$ cat config.mk
export PLATFORM = sky130hd
export DESIGN_NAME = sort4_feeder
export DESIGN_NICKNAME = d
export VERILOG_FILES = /design/src/rtl/sort4_feeder.sv
export SDC_FILE = /design/constraint.sdc
export NUM_CORES = 1
export LEC_CHECK = 0
export CORE_UTILIZATION = 25
export DETAILED_ROUTE_END_ITERATION = 10
export GPL_ROUTABILITY_DRIVEN = 0
export GPL_TIMING_DRIVEN = 0
export SYNTH_ARGS = -nofsm -noshare
export SYNTH_HDL_FRONTEND = slang
export SYNTH_SLANG_ARGS = --single-unit
$ cat constraint.sdc
create_clock -name clk -period 2.42 [get_ports clk]
set_input_delay 0.484 -clock clk [delete_from_list [all_inputs] [get_ports clk]]
set_output_delay 0.484 -clock clk [all_outputs]
set_load 0.005 [all_outputs]
$ cat src/rtl/sort4_feeder.sv
// sort4_feeder: packs a valid/ready stream of signed samples into indexed 4-entry groups for sort4.
// Define SORT4_FEEDER_PAD_EN to pad and emit partial groups on flush instead of discarding them.
module sort4_feeder #(
    parameter int VAL_W = 6,
    parameter int IDX_W = 5
) (
    input  logic                   clk,
    input  logic                   rst_n,
    input  logic                   in_valid,
    output logic                   in_ready,
    input  logic [VAL_W-1:0]       in_data,
    input  logic                   flush,
    output logic                   out_valid,
    input  logic                   out_ready,
    output logic [VAL_W+IDX_W-1:0] grp_1,
    output logic [VAL_W+IDX_W-1:0] grp_2,
    output logic [VAL_W+IDX_W-1:0] grp_3,
    output logic [VAL_W+IDX_W-1:0] grp_4,
    output logic [2:0]             grp_count
);
`ifdef SORT4_FEEDER_PAD_EN
    localparam bit PAD_EN = 1'b1;
`else
    localparam bit PAD_EN = 1'b0;
`endif
    localparam logic [VAL_W+IDX_W-1:0] PAD = {1'b1, {(VAL_W+IDX_W-1){1'b0}}};
    typedef enum logic {FILL, HOLD} state_t;
    state_t state, next_state;
    logic [1:0] cnt;
    logic [2:0] cnt_n;
    logic [IDX_W-1:0] idx;
    logic [VAL_W+IDX_W-1:0] slot [4];
    logic accept, complete, close;

    assign accept = in_valid & in_ready;
    assign cnt_n = {1'b0, cnt} + {2'b0, accept};
    assign complete = cnt_n[2];
    // flush sees the count after any same-cycle accept; a completing accept wins
    assign close = flush & in_ready & ~complete & (cnt_n != 3'd0);

    always_ff @(posedge clk or negedge rst_n)
        if (!rst_n) state <= FILL;
        else state <= next_state;

    always_comb
        next_state = state == FILL ? ((complete || (PAD_EN && close)) ? HOLD : FILL)
                                   : (out_ready ? FILL : HOLD);

    always_comb begin
        in_ready = state == FILL;
        out_valid = state == HOLD;
    end

    always_ff @(posedge clk or negedge rst_n) begin
        if (!rst_n) begin
            cnt <= '0;
            idx <= IDX_W'(1);
            grp_count <= '0;
            for (int i = 0; i < 4; i++) slot[i] <= '0;
        end else if (in_ready) begin
            cnt <= close ? 2'd0 : cnt_n[1:0];
            idx <= accept ? (&idx ? IDX_W'(1) : idx + 1'b1) : idx;
            grp_count <= complete ? 3'd4 : (PAD_EN && close) ? cnt_n : grp_count;
            for (int i = 0; i < 4; i++)
                if (accept && cnt == 2'(i)) slot[i] <= {in_data, idx};
                else if (PAD_EN && close && cnt_n <= 3'(i)) slot[i] <= PAD;
        end
    end

    assign grp_1 = slot[0];
    assign grp_2 = slot[1];
    assign grp_3 = slot[2];
    assign grp_4 = slot[3];
endmodule

==> results of run 1 <==
-- kinds of logic after synthesis --
kind of cell,Yosys count,share of synthesized area [%]
other,1,0.1670
flip-flops,53,59.11
AND/OR/NAND/NOR,19,5.905
buffers and inverters,10,3.509
multiplexers,44,25.40
AO/OA/AOI/OAI,12,3.119
adder cells (fa/ha/maj),5,2.786
-- power by group through the flow --
stage | registers [mW] | clock network [mW] | logic [mW]
finish | 1.59 | 0.484 | 1.64
CTS | 1.60 | 0.516 | 1.67
global route | 1.66 | 0.554 | 1.76
global placement | 1.61 | 0 | 1.63
detailed placement | 1.61 | 0 | 1.66
floorplan | 1.60 | 0 | 0.746
-- cell usage in the layout (no fill, tap or decap), types with 3 or more instances in the layout --
cell type	n
clkdlybuf4s50_1	56
dfrtp_1	52
mux2_2	24
mux2_4	20
nand2_1	8
o21ai_0	7
ha_1	5
clkbuf_8	5
buf_6	4
buf_4	3
-- worst paths after layout --
| check | from | end | slack, ns | depth (start not counted) |
|---|---|---|---|---|
| max in group asynchronous | rst_n | idx[0] | 1.58 | 2 |
| setup reg to reg | idx[0] | idx[3] | 0.73 | 6 |
| hold reg to reg | grp_count[2] | grp_count[2] | 0.46 | 1 |
| hold / removal | rst_n | grp_1[1] | 0.19 | 1 |
| setup / recovery | out_valid | in_ready | 0.55 | 2 |
| min in group clk | grp_count[2] | grp_count[2] | 0.46 | 1 |
-- metal layers --
metal / vias to the layer above / part of all wire (%) / wire (µm) / GRT usage, %
li1: 634 / - / - / -
met1: 661 / 49 / 2219 / 14.12
met2: 42 / 46 / 2103 / 16.25
met3: 2 / 5.0 / 226 / 3.613
met4: 0 / 0.22 / 10 / 1.722
met5: - / 0 / 0 / 0
-- layout make-up --
type | instances | area (µm²) | area share [%]
clock buffer | 6 | 72.57 | 2.377
tap | 108 | 135.1 | 4.426
multi-input combinational | 82 | 843.3 | 27.62
inverter | 2 | 7.507 | 0.2459
buffer | 8 | 71.32 | 2.336
clock inverter | 2 | 10.01 | 0.3279
timing repair buffer | 58 | 585.6 | 19.18
sequential | 53 | 1328 | 43.48
-- worst max-delay path, stage by stage (launching register included) --
cell,delay [ns]
dfrtp_1,0.47
inv_1,0.11
clkdlybuf4s50_1,0.50
-- through the flow --
step | setup TNS [ns] | std cells | total power, mW | worst slack, ns | hold slack, ns
finish | 0 | 319 | 3.713 | 0.5535 | 0.1905
global route | 0 | 319 | 3.981 | 0.4542 | 0.2232
CTS | 0 | 319 | 3.782 | 0.5252 | 0.2087
detailed placement | 0 | 311 | 3.280 | 0.3058 | 0.4438
global placement | -40.94 | 310 | 3.237 | -0.7865 | 0.4416
floorplan | 0 | 145 | 2.342 | 0.8777 | 0.1884
-- sequential cells by signal (all words and copies together) (netlist names) --
name / cells
grp_4: 11
grp_3: 11
grp_2: 11
idx: 5
grp_count: 1
cnt: 2
grp_1: 11
out_valid: 1
==> impl_metrics.ini, run 1 <==
[outcome]
status = finished clean

[route]
antenna_left = 0
drtIter0Drc = 46
vias_per_cell = 4.197
drc = 0
avgRoutedWirePerCell_um = 14.29
first_pass_iters = 4
vias = 1339
wl_mm = 4.560

[power]
powerDensity_mw_per_mm2 = 1216
p_sw_share_pct = 28.41
leakage_nw = 1.355
p_seq_share_pct = 42.9
intPower_mw = 2.658
peakVddDrop_uv = 443.3
p_comb_share_pct = 44.1
power.net_switching_mw = 1.055
p_clk_share_pct = 13.0

[grt]
grt_max_degree = 29
grt_overflow = 0
grt_use_total_pct = 10.40
grt_pass1_vias = 1372
antenna_found_initial = 0
grt_pass1_wl_mm = 7.507

[yosys]
synth_top_cell_by_area = dfrtp_1
syn_area_mm2 = 0.002246
synth_cells = 144
async_reset_ff_share_pct = 100.0
ys.warnings.count = 0
synth.most_common_cell = dfrtp_1
synthTopCellsByCount = 52 x dfrtp_1, 24 x mux2_2, 20 x mux2_4
synth_flop_cell = dfrtp_1
synth_area_per_cell_um2 = 15.60
synth_cell_types = 25
synth_seq_cells = 53
seq_area_frac_synth_pct = 59.11
synth_edf_count = 0
yosys-top-cells-area = dfrtp_1 58%, mux2_4 13%, mux2_2 12%
synth_top_cell_area_share_pct = 57.94

[timing]
rsz0062_at_grt = false
relSlewSlack_pct = 56.88
fin_crit_ns = 1.867
finalSetupViolCount = 0
fmax_mhz = 535.8
worstMarginPinSlew_ns = 0.6468
period_share_pct = 77.13
fin_worst_skew_ns = 0.007239
hold_viol = 0
slew_violations = 0

[final_layout]
syn_to_final_growth_pct = 35.93
layout-drive-gt1-share_pct = 30.81
nets = 226
design_area_mm2 = 0.003053
postLayoutCoreUtil_pct = 35.01
antenna_cells = 0
fillers = 836

[flow_run]
drv_cap = 0

[clock_tree]
cts-buffers-inserted = 5
clkSinkCount = 53
clockRootBuffer = clkbuf_8
insertion_delay_ns = 0.30
cts_tree = done
path_clk_slew_ns = 0.10
htreeDepth = 2
postCtsSetupBuffers = 0
clockBufferDepth = 2
cts_hold_buf = 0
ctsResizeCount = 0

[worst_setup_path]
startpoint_type = flop
worstPathArrival_ns = 1.38
path_class = reg2out
worstPathMaxFanout = 9
crit_required_ns = 1.94
crit_path_end_kind = output pin

[floorplanning]
die_area_mm2 = 0.009366
initial_utilization_pct = 25.75
num_rows = 34
fp.dieW_um = 96.78
die_h_um = 96.78
core-area_mm2 = 0.008721
ios = 60

[min_path]
hold_class = in2async

[placement]
place_area_mm2 = 0.002970
port_buffers = 57
Power figures use the tool's default switching activity.
==> inputs of run 2 (changes only) <==
clock period = 1.7 ns   (was 2.42 ns; I/O delays follow)
==> run 2 against run 1 <==
Against the previous run: total power increased by 44%; first-iteration DRC count decreased by 37%; clock power increased by 44%; non-clock buffer count increased by 3; routed wire length increased by 1.4%; utilization increased by 0.30 points; combinational power increased by 46%; sequential power increased by 41%; flip-flop and latch count unchanged.
==> impl_metrics.ini, run 2 (same netlist as run 1, synthesis figures left out) <==
[worst_setup_path]
rr_worst_depth = 6
crit_path_end_kind = flop
cp_slowest_cell = dfstp_2
crit_path_cell_trace = ha_1 -> and3_1 -> ha_1 -> a31oi_1 -> o21ai_0 -> o41ai_1
path_buf_inv = 0
startpoint_type = flop
path_class = reg2reg
critPathMaxStageDelay_ns = 0.57
cpMostUsedCell = ha_1
worst_r2r_startpoint = idx[0]
setup.worst_path.start = idx[0]
worstPathMaxFanout = 6
path_depth = 6
worstPathArrival_ns = 1.85
critPathTopFamily = flip-flops
crit_required_ns = 1.89

[placement]
place_ws_ns = -0.2702
port_buffers = 57

[clock_tree]
clkSinkCount = 53
clockRootBuffer = clkbuf_8
cts_tree = done
clockBufferDepth = 2
insertion_delay_ns = 0.30
cts_hold_buf = 0
cts-buffers-inserted = 5
htreeDepth = 2
path_clk_slew_ns = 0.10

[grt]
grt_overflow = 0
grt_pass1_vias = 1376
grt_use_total_pct = 10.41
grt_max_degree = 29
antenna_found_initial = 0
grt_pass1_wl_mm = 7.514

[timing]
hold_viol = 0
relSlewSlack_pct = 56.79
fin_worst_skew_ns = 0.01092
final.setup.tns_ns = 0
slew_violations = 0
worstMarginPinSlew_ns = 0.6482
fin_hold_ws_ns = 0.04235
finalSetupViolCount = 0
worst_slack_ns = 0.04229
fin_crit_ns = 1.658
period_share_pct = 97.51
fmax_mhz = 603.2

[power]
leakage_nw = 1.370
peakVddDrop_uv = 632.9
power_mw = 5.345
powerDensity_mw_per_mm2 = 1736

[floorplanning]
die_area_mm2 = 0.009366
num_rows = 34
initial_utilization_pct = 25.75
die_h_um = 96.78
fp.dieW_um = 96.78
core-area_mm2 = 0.008721
ios = 60

[final_layout]
final_common_cell = clkdlybuf4s50_1
nets = 229
layout-drive-gt1-share_pct = 32.24
layout_common_cells = 55 x clkdlybuf4s50_1, 51 x dfrtp_1, 24 x mux2_2
antenna_cells = 0
syn_to_final_growth_pct = 37.10

[route]
wl_mm = 4.626
antenna_left = 0
drtIter0Drc = 29
vias = 1359
first_pass_iters = 4
drc = 0
avgRoutedWirePerCell_um = 14.37
vias_per_cell = 4.220

[min_path]
hold_class = in2async

[flow_run]
drv_cap = 0

[outcome]
status = finished clean
-- run 2: changes by cell type in the layout (fill, tap and decap cells not counted) --
cell / previous run / this run
buf_4: 3 / 6
clkdlybuf4s50_1: 56 / 55
dfrtp_1: 52 / 51
dfrtp_2: 0 / 1
dlymetal6s2s_1: 0 / 1
-- run 2: repair_timing --
action | CTS | global route
resized for setup | 1 | 1
setup buffers | 1 | 2
endpoints found under the setup margin | 1 | 2
-- run 2: cell type report --
cell class / count / area [µm²]
Sequential cell: 53 / 1329
Timing Repair Buffer: 61 / 610.6
Fill cell: 835 / 5642
Multi-Input combinational cell: 82 / 843.3
Inverter: 2 / 7.507
Clock inverter: 2 / 10.01
Tap cell: 108 / 135.1
Clock buffer: 6 / 72.57
Buffer: 8 / 71.32
-- run 2: path summary, 6_finish.rpt --
check                           slack (ns)      endpoint
worst max-delay path                  0.04        idx[3]
worst min-delay path                  0.04      grp_1[1]
worst max register to register        0.04        idx[3]
worst min register to register        0.46  grp_count[2]
max in group asynchronous             1.01        idx[0]
min in group clk                      0.46  grp_count[2]
-- run 2: where the power goes --
group / switching (mW) / internal, mW / leakage [nW]
registers: 0.391 / 1.85 / 0.653
clock network: 0.410 / 0.287 / 0.0450
logic: 0.722 / 1.68 / 0.672
total: 1.52 / 3.82 / 1.37
-- run 2: metrics by stage --
stage / utilization (%) / std cells / cell area (µm²)
finish: 35.31 / 322 / 3079
floorplan: - / 145 / 2250
CTS: 35.11 / 320 / 3062
global route: 35.31 / 322 / 3079
global placement: 33.89 / 310 / 2955
detailed placement: 34.06 / 311 / 2970
-- run 2: worst register-to-register path: cells and delay by family, from the launching register on --
kind / cells / cell delay [ns]
adders and majority gates: 2 / 0.45
AOI/OAI and AO/OA: 3 / 0.37
and+or+nand+nor: 1 / 0.17
DFF: 1 / 0.57
-- run 2: metal layers --
| metal | track usage [%] | vias to the layer above | wire length [µm] |
|---|---|---|---|
| met5 | 0 | - | 0 |
| met4 | 1.722 | 0 | 10 |
| met3 | 3.613 | 2 | 248 |
| met2 | 16.31 | 48 | 2146 |
| met1 | 14.12 | 670 | 2221 |
| li1 | - | 639 | - |
==> inputs of run 3 (changes only) <==
MAX_ROUTING_LAYER = met4   (was default)
==> run 3 against run 2 <==
Against the previous run: routed wire length decreased by 0.30%; total power is essentially flat; highest routed layer is now met3; sequential power barely moved; clock-buffer cell count stayed put; maximum frequency is 0.51% lower; first-iteration DRC count did not move; critical path depth unchanged; sequential share of layout area stayed put; clock skew decreased by 0.0014 ns.
==> impl_metrics.ini, run 3 (same netlist as run 1, synthesis figures left out) <==
[final_layout]
syn_to_final_growth_pct = 37.10
layout.cells.non_filler = 322
design_area_mm2 = 0.003079
seq_area_mm2 = 0.001329
antenna_cells = 0
multiInputGateArea_um2 = 843.3
layout_common_cells = 55 x clkdlybuf4s50_1, 51 x dfrtp_1, 24 x mux2_2
nets = 229
layout-drive-gt1-share_pct = 32.24
postLayoutCoreUtil_pct = 35.31
final_common_cell = clkdlybuf4s50_1
fillers = 835

[route]
avgRoutedWirePerCell_um = 14.32
vias = 1362
first_pass_iters = 4
drtIter0Drc = 29
antenna_left = 0
wl_mm = 4.612
drc = 0
vias_per_cell = 4.230

[grt]
grt_pass1_vias = 1378
grt_overflow = 0
grt_use_total_pct = 10.72
antenna_found_initial = 0
grt_pass1_wl_mm = 7.514
grt_max_degree = 29

[timing]
fin_worst_skew_ns = 0.009468
worstMarginPinSlew_ns = 0.6396
hold_viol = 0
fin_crit_ns = 1.666
final.setup.tns_ns = 0
slew_violations = 0
fmax_mhz = 600.2
relSlewSlack_pct = 57.36
finalSetupViolCount = 0
fin_hold_ws_ns = 0.04099
period_share_pct = 98.01
worst_slack_ns = 0.03381

[clock_tree]
insertion_delay_ns = 0.30
clockRootBuffer = clkbuf_8
clockBufferDepth = 2
htreeDepth = 2
path_clk_slew_ns = 0.10
cts-buffers-inserted = 5
clkSinkCount = 53
cts_tree = done

[placement]
place_ws_ns = -0.2702
numPlacedInstances = 311
place_area_mm2 = 0.002970
port_buffers = 57

[floorplanning]
die_area_mm2 = 0.009366
initial_utilization_pct = 25.75
num_rows = 34
fp.dieW_um = 96.78
ios = 60
die_h_um = 96.78
core-area_mm2 = 0.008721

[power]
power_mw = 5.344
peakVddDrop_uv = 632.6
powerDensity_mw_per_mm2 = 1736
leakage_nw = 1.370

[worst_setup_path]
critPathMaxStageDelay_ns = 0.57
cpMostUsedCell = ha_1
crit_path_cell_trace = ha_1 -> and3_1 -> ha_1 -> a31oi_1 -> o21ai_0 -> o41ai_1
worstPathMaxFanout = 6
cp_slowest_cell = dfstp_2
crit_required_ns = 1.89
path_class = reg2reg
startpoint_type = flop
worstPathArrival_ns = 1.86
crit_path_end_kind = flop

[outcome]
status = finished clean

[flow_run]
drv_cap = 0

[min_path]
hold_class = in2async
run 3: worst paths after layout:
kind	startpoint	endpoint	slack, ns	depth (start not counted)
max	idx[0]	idx[3]	0.03	6
min	rst_n	grp_1[1]	0.04	1
max reg2reg	idx[0]	idx[3]	0.03	6
min reg2reg	grp_count[2]	grp_count[2]	0.46	1
max in group asynchronous	rst_n	idx[0]	1.01	2
min in group clk	grp_count[2]	grp_count[2]	0.46	1
run 3: final cells by class:
cell class,count,share of cell area (%)
timing repair buffer,61,19.83
clock buffer,6,2.357
tap,108,4.388
sequential,53,43.15
multi-input combinational,82,27.39
buffer,8,2.316
clock inverter,2,0.3251
inverter,2,0.2438
run 3: layer usage:
layer / track usage, % / up-vias / share of wire, %
li1: - / 638 / -
met1: 14.12 / 674 / 48
met2: 16.31 / 50 / 47
met3: 3.613 / 0 / 5.4
met4: 1.722 / 0 / 0
met5: - / - / 0
run 3: critical path, delay by kind of cell, from the launching register on:
family	cells	cell delay (ns)
flip-flops	1	0.57
adder cells (fa/ha/maj)	2	0.44
AO/OA/AOI/OAI	3	0.38
AND/OR/NAND/NOR	1	0.17
run 3: where the power goes:
| group | switching [mW] | internal (mW) |
|---|---|---|
| Sequential | 0.392 | 1.85 |
| Clock | 0.409 | 0.287 |
| Combinational | 0.721 | 1.68 |
run 3: repair_timing:
item,CTS,global route
gates resized for setup,1,1
endpoints found under the setup margin,1,2
pin swaps,0,0
hold buffers,0,0
hold endpoints to repair,0,0
setup buffers,1,2
